File: config.mk
export PLATFORM = sky130hd
export DESIGN_NAME = fetch_stage_flat
export DESIGN_NICKNAME = d
export VERILOG_FILES = /design/src/rtl/fetch_stage_if.sv /design/src/rtl/fetch_stage.sv /design/src/flat_wrapper.sv
export SDC_FILE = /design/constraint.sdc
export NUM_CORES = 1
export LEC_CHECK = 0
export CORE_MARGIN = 10
export CORE_UTILIZATION = 55
export DETAILED_ROUTE_END_ITERATION = 8
export MAX_ROUTING_LAYER = met4
export PLACE_DENSITY = 0.86
export SLEW_MARGIN = 15
export SYNTH_ARGS = -nofsm -noshare
export SYNTH_HDL_FRONTEND = slang
export SYNTH_SLANG_ARGS = --single-unit
File: constraint.sdc
create_clock -name clk -period 7.6 [get_ports clk]
set_input_delay 2.28 -clock clk [delete_from_list [all_inputs] [get_ports clk]]
set_output_delay 2.28 -clock clk [all_outputs]
set_load 0.03 [all_outputs]
File: src/rtl/fetch_stage_if.sv
// Instruction-memory request/response bundle between the fetch stage and imem.
// Only one request is ever outstanding; responses carry no tag.
interface fetch_stage_if;
    logic        imem_req_valid;
    logic [31:0] imem_req_addr;
    logic        imem_req_ready;
    logic        imem_rsp_valid;
    logic [31:0] imem_rsp_data;

    modport master (
        output imem_req_valid,
        output imem_req_addr,
        input  imem_req_ready,
        input  imem_rsp_valid,
        input  imem_rsp_data
    );

    modport slave (
        input  imem_req_valid,
        input  imem_req_addr,
        output imem_req_ready,
        output imem_rsp_valid,
        output imem_rsp_data
    );
endinterface

File: src/rtl/fetch_stage.sv
// Instruction-fetch stage: PC, single-outstanding imem fetch, IF/ID register
// with one-entry skid buffer, and redirect flush with stale-response discard.
module fetch_stage #(
    parameter logic [31:0] RESET_PC  = 32'h0000_0000,
    parameter logic [31:0] NOP_INSTR = 32'h0000_0013
) (
    input  logic              clk,
    input  logic              rst,
    fetch_stage_if.master     imem,
    input  logic              redirect_valid,
    input  logic [31:0]       redirect_pc,
    input  logic              stall_d,
    output logic              valid_d,
    output logic [31:0]       instr_d,
    output logic [31:0]       pc_d,
    output logic [31:0]       pc_plus4_d,
    output logic [6:0]        op_d,
    output logic [2:0]        funct3_d,
    output logic [6:0]        funct7_d
);

    typedef enum logic [1:0] {
        ST_REQ,
        ST_WAIT,
        ST_DROP
    } state_t;

    state_t      state_q, state_d;
    logic [31:0] pc_f_q, pc_f_d;
    logic [31:0] pc_req_q, pc_req_d;
    logic        ifid_valid_q, ifid_valid_d;
    logic [31:0] ifid_instr_q, ifid_instr_d;
    logic [31:0] ifid_pc_q, ifid_pc_d;
    logic [31:0] ifid_pc4_q, ifid_pc4_d;
    logic        skid_valid_q, skid_valid_d;
    logic [31:0] skid_instr_q, skid_instr_d;
    logic [31:0] skid_pc_q, skid_pc_d;

    logic        req_valid;
    logic        deliver;
    logic        ifid_free;
    logic [31:0] redirect_tgt;

    assign redirect_tgt        = {redirect_pc[31:2], 2'b00};
    assign ifid_free           = ~ifid_valid_q | ~stall_d;
    assign imem.imem_req_valid = req_valid;
    assign imem.imem_req_addr  = pc_f_q;

    always_comb begin
        state_d   = state_q;
        pc_f_d    = pc_f_q;
        pc_req_d  = pc_req_q;
        req_valid = 1'b0;
        deliver   = 1'b0;

        case (state_q)
            ST_REQ: begin
                req_valid = ~rst & ~skid_valid_q & ~redirect_valid;
                if (redirect_valid) begin
                    pc_f_d = redirect_tgt;
                end else if (req_valid && imem.imem_req_ready) begin
                    pc_f_d   = pc_f_q + 32'd4;
                    pc_req_d = pc_f_q;
                    state_d  = ST_WAIT;
                end
            end
            ST_WAIT: begin
                if (redirect_valid) begin
                    pc_f_d  = redirect_tgt;
                    state_d = imem.imem_rsp_valid ? ST_REQ : ST_DROP;
                end else if (imem.imem_rsp_valid) begin
                    deliver = 1'b1;
                    state_d = ST_REQ;
                end
            end
            ST_DROP: begin
                if (redirect_valid) begin
                    pc_f_d = redirect_tgt;
                end
                if (imem.imem_rsp_valid) begin
                    state_d = ST_REQ;
                end
            end
            default: state_d = ST_REQ;
        endcase
    end

    // IF/ID and skid: flush beats skid drain beats fresh delivery.
    always_comb begin
        ifid_valid_d = ifid_valid_q;
        ifid_instr_d = ifid_instr_q;
        ifid_pc_d    = ifid_pc_q;
        ifid_pc4_d   = ifid_pc4_q;
        skid_valid_d = skid_valid_q;
        skid_instr_d = skid_instr_q;
        skid_pc_d    = skid_pc_q;

        if (redirect_valid) begin
            ifid_valid_d = 1'b0;
            ifid_instr_d = NOP_INSTR;
            skid_valid_d = 1'b0;
        end else if (ifid_free && skid_valid_q) begin
            ifid_valid_d = 1'b1;
            ifid_instr_d = skid_instr_q;
            ifid_pc_d    = skid_pc_q;
            ifid_pc4_d   = skid_pc_q + 32'd4;
            skid_valid_d = 1'b0;
        end else if (ifid_free && deliver) begin
            ifid_valid_d = 1'b1;
            ifid_instr_d = imem.imem_rsp_data;
            ifid_pc_d    = pc_req_q;
            ifid_pc4_d   = pc_req_q + 32'd4;
        end else if (ifid_free) begin
            ifid_valid_d = 1'b0;
            ifid_instr_d = NOP_INSTR;
        end else if (deliver) begin
            skid_valid_d = 1'b1;
            skid_instr_d = imem.imem_rsp_data;
            skid_pc_d    = pc_req_q;
        end
    end

    always_ff @(posedge clk) begin
        if (rst) begin
            state_q      <= ST_REQ;
            pc_f_q       <= RESET_PC;
            pc_req_q     <= RESET_PC;
            ifid_valid_q <= 1'b0;
            ifid_instr_q <= NOP_INSTR;
            ifid_pc_q    <= '0;
            ifid_pc4_q   <= '0;
            skid_valid_q <= 1'b0;
            skid_instr_q <= NOP_INSTR;
            skid_pc_q    <= '0;
        end else begin
            state_q      <= state_d;
            pc_f_q       <= pc_f_d;
            pc_req_q     <= pc_req_d;
            ifid_valid_q <= ifid_valid_d;
            ifid_instr_q <= ifid_instr_d;
            ifid_pc_q    <= ifid_pc_d;
            ifid_pc4_q   <= ifid_pc4_d;
            skid_valid_q <= skid_valid_d;
            skid_instr_q <= skid_instr_d;
            skid_pc_q    <= skid_pc_d;
        end
    end

    assign valid_d    = ifid_valid_q;
    assign instr_d    = ifid_instr_q;
    assign pc_d       = ifid_pc_q;
    assign pc_plus4_d = ifid_pc4_q;
    assign op_d       = ifid_instr_q[6:0];
    assign funct3_d   = ifid_instr_q[14:12];
    assign funct7_d   = ifid_instr_q[31:25];

endmodule

File: src/flat_wrapper.sv
// flat-port wrapper written by rule: the top's interface ports become plain ports
module fetch_stage_flat 
#(
    parameter logic [31:0] RESET_PC  = 32'h0000_0000,
    parameter logic [31:0] NOP_INSTR = 32'h0000_0013
)
  (clk, rst, redirect_valid, redirect_pc, stall_d, valid_d, instr_d, pc_d, pc_plus4_d, op_d, funct3_d, funct7_d, imem_imem_req_valid, imem_imem_req_addr, imem_imem_req_ready, imem_imem_rsp_valid, imem_imem_rsp_data);
  fetch_stage_if imem_i ();
  input  logic clk;
  input  logic rst;
  input  logic redirect_valid;
  input  logic [31:0] redirect_pc;
  input  logic stall_d;
  output logic valid_d;
  output logic [31:0] instr_d;
  output logic [31:0] pc_d;
  output logic [31:0] pc_plus4_d;
  output logic [6:0] op_d;
  output logic [2:0] funct3_d;
  output logic [6:0] funct7_d;
  output wire logic [$bits(imem_i.imem_req_valid)-1:0] imem_imem_req_valid;
  output wire logic [$bits(imem_i.imem_req_addr)-1:0] imem_imem_req_addr;
  input wire logic [$bits(imem_i.imem_req_ready)-1:0] imem_imem_req_ready;
  input wire logic [$bits(imem_i.imem_rsp_valid)-1:0] imem_imem_rsp_valid;
  input wire logic [$bits(imem_i.imem_rsp_data)-1:0] imem_imem_rsp_data;
  assign imem_imem_req_valid = imem_i.imem_req_valid;
  assign imem_imem_req_addr = imem_i.imem_req_addr;
  assign imem_i.imem_req_ready = imem_imem_req_ready;
  assign imem_i.imem_rsp_valid = imem_imem_rsp_valid;
  assign imem_i.imem_rsp_data = imem_imem_rsp_data;
  fetch_stage #(.RESET_PC(RESET_PC), .NOP_INSTR(NOP_INSTR)) u_core (.clk(clk), .rst(rst), .imem(imem_i), .redirect_valid(redirect_valid), .redirect_pc(redirect_pc), .stall_d(stall_d), .valid_d(valid_d), .instr_d(instr_d), .pc_d(pc_d), .pc_plus4_d(pc_plus4_d), .op_d(op_d), .funct3_d(funct3_d), .funct7_d(funct7_d));
endmodule
# --- After elaboration in Yosys (flattened, before gate mapping) ---
# Index checks and enable logic that the tools add are counted.
classes:
  bitwise: 11
  eq_ne: 6
  mux: 24
  n_addsub: 3
  reduce_logical: 16
op_table:
  columns: ["cell", "n"]
  rows:
  - ["32-bit 2-to-1 mux", 10]
  - ["32-bit by 3-bit adder with 32-bit output, second input constant", 3]
  - ["32-bit one-hot mux with 2 select lines", 1]
  - ["2-bit 2-to-1 mux", 5]
  - ["3-bit AND reduction", 3]
  - ["1-bit NOT", 8]
  - ["1-bit 2-to-1 mux", 7]
  - ["2-bit one-hot mux with 3 select lines", 1]
  - ["5-bit AND reduction", 1]
  - ["2-bit by 1-bit != test with 1-bit output, second input constant", 2]
  - ["2-bit AND reduction", 2]
  - ["2-bit nonzero test", 2]
  - ["2-bit OR reduction", 2]
  - ["1-bit logical AND", 3]
  - ["3-bit by 2-bit != test with 1-bit output, second input constant", 1]
  - ["3-bit nonzero test", 1]
  - ["3-bit OR reduction", 1]
  - ["1-bit bitwise AND", 2]
  - ["2-bit by 1-bit == test with 1-bit output, second input constant", 1]
  - ["2-bit == test, second input constant", 1]
  - ["2-bit zero test", 1]
  - ["2-bit != test, second input constant", 1]
  - ["1-bit bitwise OR", 1]
word_totals:
  ff_bits: 228
  out_inout_bits: 147
  wordCells: 70
  in_bits: 70

# --- Logic depth before layout (Yosys ltp) ---
# Gate-level depths: netlist (run 1).
logic_depth:
  ltp_word: 7
  mapped_depth: 13

# --- Least setup slack after synthesis (run 1) ---
# No wires, ideal clock.
synth_path:
  path_kind: "input -> output"
  startpoint: "input port rst"
  endpoint: "output port imem_imem_req_valid"
  required_time_ns: 5.320
  path_stages: 3
  slack_ns: 2.344
  t_arrival_ns: 2.976
  cell_sequence: "clkbuf_1 -> nor2_1 -> and3_1"
synth_between:
  elab_chain_cells: 4
synth_rtl:
  columns: ["element", "line", "text"]
  rows:
  - ["from (decl)", "flat_wrapper.sv:10", "input logic rst;"]
  - ["1-bit NOT", "fetch_stage.sv:58", "req_valid = ~rst & ~skid_valid_q & ~redirect_valid;"]
  - ["1-bit bitwise AND (2 in series)", "fetch_stage.sv:58", null]
  - ["1-bit 2-to-1 mux", "fetch_stage.sv:56", "case (state_q)"]
  - ["to (decl)", "flat_wrapper.sv:21", "output wire logic [$bits(imem_i.imem_req_valid)-1:0] imem_imem_req_valid;"]
# Every way passes these cells.

# --- Final worst setup path (run 1) ---
layout_path:
  startpoint: "input port redirect_valid"
  endpoint: "output port imem_imem_req_valid"
layout_between:
  elab_chain_cells: 3
layout_rtl:
  columns: ["element", "line", "text"]
  rows:
  - ["from (decl)", "flat_wrapper.sv:11", "input logic redirect_valid;"]
  - ["1-bit NOT (no source line)", null, null]
  - ["1-bit bitwise AND", "fetch_stage.sv:58", null]
  - ["1-bit 2-to-1 mux", "fetch_stage.sv:56", null]
# Every way passes these cells.

==> qor.txt, run 1 <==
Worst setup EP type: output port
Yosys top cell by area: dfxtp_1
initial drt markers: 855
worst rel slew slack: 27.71%
Layout Skew: 0.01024 ns
Worst Path Max Fanout: 15
Via density: 6.045
Cells after Synth: 1279
period utilization: 87.09%
cell-internal power: 0.001951 W
Critical Path, Cell by Cell: clkdlybuf4s50_1 -> nor2_1 -> and3_1 -> clkdlybuf4s50_1
power per cell area: 199.0 mW/mm^2
Main synth FF type: dfxtp_1
number of port buffers: 208
gr usage total: 23.86%
Rows: 49
Synth cell types: 66
post-layout util: 71.13%
Post-synth EDFFs: 0
Core Area: 0.01809 mm^2
cts bufs inserted: 23
Yosys warnings: 0
maxcap violations: 0
largest net degree at the start of global routing: 80
ranking of synthesized cells by area: dfxtp_1, nand2_1, a21oi_1, nor2_1, clkbuf_1
count leader, synth: nand2_1
Hold Crit Class: register to register
Clock Tree Root: clkbuf_16
initial antenna violation count: 0
synth-to-layout area growth: 26.50%
vias: 9962
Final setup viols: 0
clock transition at the registers of the reported paths: 0.06 ns
Sink Count: 218
most used cell, CP: clkdlybuf4s50_1
Clock Latency Late Sink: 0.51 ns
Yosys top cell area share: 42.91%
Net Switching: 0.0006098 W
n_diodes: 0
DP HPWL: 19960 um
Die Span Y: 156.0 um
RSZ-0062 raised after global routing: false
Final nets: 1480
first-pass GRT wire length: 48070 um
Worst Path Arrival: 4.34 ns
CP max stage delay: 0.72 ns
sequential area share after synthesis: 42.91%
Worst-Margin Slew: 1.084 ns
vias in the first global route: 9264
Routed WL per cell: 17.83 um
Setup crit start kind: input pin
Final Wtd Congestion: 0.8828
final hold violations: 0
Post-CTS Setup Repair Bufs: 0
LEAKAGE: 4.377 nW
Clock power frac: 44.4%
Die Area: 0.02433 mm^2
Fillers: 1434
FF+latch count, synth: 218
Syn Area/Cell: 7.951 um^2
Max IR drop VDD: 0.0001407 V
CTS tree: yes
critical path class: input pin to output port
Sw Ratio: 23.81%
Final TNS setup: 0 ns
worst path required time: 5.32 ns
GRT Residual Overflow: 0
Highest Clock Rate: 151.1 MHz
outcome: complete, no violations
minimum clock period after layout: 6.618 ns
Synth async-reset ratio: 0%
post-route ant nets: 0
io pins: 217
Comb pwr share: 8.9%
H-Tree Depth: 1
Seq pwr share: 46.6%
critical path's slowest cell: clkdlybuf4s50_1
synthesized area: 0.01017 mm^2
Clock Path Buffers: 3
Total Wirelength: 29380 um
post-cts sizing count: 0
Initial Util: 56.23%
die width: 156.0 um
Max Slew Vio Count: 0
1st-pass router iterations: 5
detailed-route DRC error count: 0
layout cells sized above 1: 5.708%
top cells by count, synth: nand2_1, dfxtp_1, a21oi_1, nor2_1, clkbuf_1
CTS Hold Bufs: 0
through the flow:
stage | total power, W | setup slack (ns) | cells | hold WS (ns) | area, um^2
after detailed placement | 0.001444 | 1.016 | 1608 | 0.4469 | 12090
after global routing | 0.002637 | 0.8555 | 1648 | 0.4751 | 12860
after floorplan | 0.001344 | 2.344 | 1284 | 0.4338 | 10190
after global placement | 0.001441 | 1.052 | 1608 | 0.4396 | 12090
final | 0.002561 | 0.9815 | 1648 | 0.4573 | 12860
after CTS | 0.002568 | 0.9930 | 1648 | 0.4555 | 12860
worst paths after layout:
| kind | startpoint | end | slack (ns) | cells after the start |
|---|---|---|---|---|
| worst max-delay path | redirect_valid | imem_imem_req_valid | 0.98 | 4 |
| worst min-delay path | u_core.pc_plus4_d[7] | u_core.pc_plus4_d[7] | 0.46 | 2 |
| worst max register to register | u_core.skid_valid_q | u_core.pc_plus4_d[18] | 4.13 | 9 |
| worst min register to register | u_core.pc_plus4_d[7] | u_core.pc_plus4_d[7] | 0.46 | 2 |
final cells by class:
| cell class | count | area, um^2 | area share [%] |
|---|---|---|---|
| Clock buffer | 34 | 686.9 | 5.339 |
| Clock inverter | 6 | 85.08 | 0.6614 |
| Inverter | 7 | 26.28 | 0.2042 |
| Multi-Input combinational cell | 931 | 5220 | 40.58 |
| Sequential cell | 218 | 4364 | 33.92 |
| Tap cell | 229 | 286.5 | 2.227 |
| Timing Repair Buffer | 223 | 2196 | 17.07 |
logic make-up (layout without fill, tap and decap cells):
logic type	count (synthesis)	count (layout)	synth area share, %
fa+ha+maj	6	6	0.7382
buf+inv	135	270	6.189
mux	35	35	3.519
compound gates	314	314	19.99
xor+xnor	12	12	1.033
simple gates	558	558	25.58
flops	218	218	42.91
other cells	1	6	0.03687
worst max-delay path: cells and delay by family:
| family | cells | cell delay, ns |
|---|---|---|
| buffers and inverters | 2 | 1.43 |
| and+or+nand+nor | 2 | 0.62 |
flip-flops by register name (all words and copies together), names as in the netlist:
signal                     flops
u_core.skid_valid_q            1
u_core.state_q                 2
u_core.pc_req_q               30
u_core.skid_pc_q              30
u_core.pc_plus4_d             30
u_core.imem.imem_req_addr     30
u_core.instr_d                32
u_core.pc_d                   30
u_core.skid_instr_q           32
u_core.valid_d                 1
layer usage:
| metal | wire, um | track usage [%] |
|---|---|---|
| met5 | 0 | - |
| met1 | 12960 | 31.88 |
| met3 | 2625 | 4.659 |
| met2 | 13310 | 36.59 |
| met4 | 488 | 5.486 |
placed cells by master, fill, tap and decap left out, types with 9 or more instances in the layout:
cell,netlist,routed
nor2_1,98,95
mux2i_1,29,29
buf_4,24,15
nor3_1,54,53
a221oi_1,31,31
o21ai_0,39,39
dfxtp_1,218,218
nand4_1,22,22
clkdlybuf4s50_1,0,207
nand3_1,39,39
a211oi_1,36,36
or3_1,9,9
o31ai_1,10,9
a21oi_1,127,127
nand2_1,255,254
nand3b_1,22,22
or4_1,9,9
clkbuf_16,0,23
and3_1,10,10
power by group through the flow:
| stage | clock [W] | combinational (W) | sequential, W |
|---|---|---|---|
| 2_1_floorplan | 0 | 0.000102 | 0.00124 |
| 3_3_place_gp | 0 | 0.000224 | 0.00122 |
| 3_5_place_dp | 0 | 0.000226 | 0.00122 |
| 4_1_cts | 0.00115 | 0.000228 | 0.00119 |
| 5_1_grt | 0.00119 | 0.000246 | 0.00120 |
| 6_report | 0.00114 | 0.000229 | 0.00119 |
No activity file was read; power rests on OpenSTA's default activity.
==> inputs of run 2 (changes only) <==
--- a/config.mk
+++ b/config.mk
@@ -8,6 +8,7 @@
 export CORE_MARGIN = 10
 export CORE_UTILIZATION = 55
 export DETAILED_ROUTE_END_ITERATION = 8
+export GPL_TIMING_DRIVEN = 0
 export MAX_ROUTING_LAYER = met4
 export PLACE_DENSITY = 0.86
 export SLEW_MARGIN = 15
==> qor.txt, run 2 (synthesis results as in run 1) <==
Post-CTS Setup Repair Bufs: 0 (unchanged)
layout cells sized above 1: 6.136% (+0.43 points)
Final nets: 1592 (+7.6%)
GRT Residual Overflow: 0 (unchanged)
vias in the first global route: 10160 (+9.6%)
Setup crit start kind: input pin
initial drt markers: 1175 (+37%)
gr usage total: 28.12% (+4.3 points)
n_diodes: 0 (unchanged)
detailed-route DRC error count: 0 (unchanged)
die width: 156.0 um (unchanged)
minimum clock period after layout: 6.352 ns (-0.2660 ns)
worst rel slew slack: 32.55% (+4.8 points)
Clock Path Buffers: 3 (unchanged)
outcome: complete, no violations
vias: 10750 (+8.0%)
Layout Skew: 0.01345 ns (+0.003211 ns)
cts bufs inserted: 23 (unchanged)
initial antenna violation count: 0 (unchanged)
1st-pass router iterations: 5 (unchanged)
most frequent cells in the layout: nand2_1, dfxtp_1, clkdlybuf4s50_1
first-pass GRT wire length: 55090 um (+15%)
Initial Util: 56.23% (unchanged)
period utilization: 83.59% (-3.5 points)
Routed WL per cell: 19.87 um (+11%)
Clock Latency Late Sink: 0.52 ns (about the same)
LEAKAGE: 4.585 nW (+4.8%)
critical path class: input pin to output port
clock transition at the registers of the reported paths: 0.06 ns (about the same)
CTS tree: yes
Die Area: 0.02433 mm^2 (unchanged)
Via density: 6.107 (+1.0%)
Final setup viols: 0 (unchanged)
H-Tree Depth: 1 (unchanged)
maxcap violations: 0 (unchanged)
Die Span Y: 156.0 um (unchanged)
io pins: 217 (unchanged)
largest net degree at the start of global routing: 14 (-83%)
Hold Crit Class: register to register
Total Wirelength: 34990 um (+19%)
worst hold margin: 0.4534 ns (-0.003818 ns)
DP HPWL: 25790 um (+29%)
post-route ant nets: 0 (unchanged)
Clock Tree Root: clkbuf_16
Highest Clock Rate: 157.4 MHz (+4.2%)
Worst Path Arrival: 4.07 ns (-0.27 ns)
power per cell area: 194.5 mW/mm^2 (-2.3%)
Max IR drop VDD: 0.0001302 V (-7.4%)
Worst-Margin Slew: 1.004 ns (-0.08024 ns)
Core Area: 0.01809 mm^2 (unchanged)
Rows: 49 (unchanged)
worst path required time: 5.32 ns (about the same)
RSZ-0062 raised after global routing: false
Final Wtd Congestion: 0.9682 (+9.7%)
number of port buffers: 207 (-0.48%)
Fillers: 1392 (-2.9%)
Worst Path Max Fanout: 6 (-9)
synth-to-layout area growth: 30.81%
Worst setup EP type: output port
post-cts sizing count: 0 (unchanged)
final hold violations: 0 (unchanged)
Final TNS setup: 0 ns (unchanged)
Max Slew Vio Count: 0 (unchanged)
CTS Hold Bufs: 0 (unchanged)
most common cell after layout, fill and taps aside: nand2_1
Sink Count: 218 (unchanged)
## run 2: cell count changes in the layout (fill, tap and decap cells not counted), moves of 2 or more
cell,change
buf_1,+8
clkbuf_1,+86
clkinvlp_4,-2
buf_4,+9
clkbuf_8,-5
clkinv_2,+5
buf_6,+2
nor2_2,-2
buf_2,+8
nor2_1,+3
## run 2: area by class of cell
class	count	area (um^2)	area share (%)
multi-input combinational	931	5195	39.05
sequential	218	4364	32.81
timing repair buffer	207	2072	15.58
clock buffer	30	621.8	4.675
buffer	128	603.1	4.533
tap	229	286.5	2.154
clock inverter	11	133.9	1.006
inverter	7	26.28	0.1975
## run 2: worst max-delay path, cell delays in order
cell	delay [ns]
clkdlybuf4s50_1	0.53
nor2_1	0.30
and3_1	0.24
clkdlybuf4s50_1	0.71
## run 2: report_power, final
part           switching, W  total, W  internal, W
clock              0.000461   0.00114     0.000678
sequential        0.0000319   0.00120      0.00116
combinational      0.000150  0.000253     0.000103
## run 2: worst paths after layout
path	depth (start not counted)	endpoint	slack, ns	start
setup / recovery	4	imem_imem_req_valid	1.25	redirect_valid
hold / removal	2	u_core.pc_plus4_d[12]	0.45	u_core.pc_plus4_d[12]
setup reg to reg	13	u_core.pc_plus4_d[18]	3.89	u_core.skid_valid_q
hold reg to reg	2	u_core.pc_plus4_d[12]	0.45	u_core.pc_plus4_d[12]
## run 2: metrics by stage
step	utilization (%)	std cells	area [um^2]	setup WS [ns]	power [W]
after floorplan	-	1284	10190	2.344	0.001344
after global placement	69.37	1720	12550	1.310	0.001464
after detailed placement	69.37	1720	12550	1.295	0.001466
after CTS	73.55	1761	13300	1.272	0.002586
after global routing	73.55	1761	13300	1.238	0.002655
final	73.55	1761	13300	1.248	0.002588
## run 2: metal layers
metal	track usage (%)	part of all wire (%)
met1	36.58	42
met3	4.935	10
met2	43.01	45
met4	10.30	3.0
met5	-	0
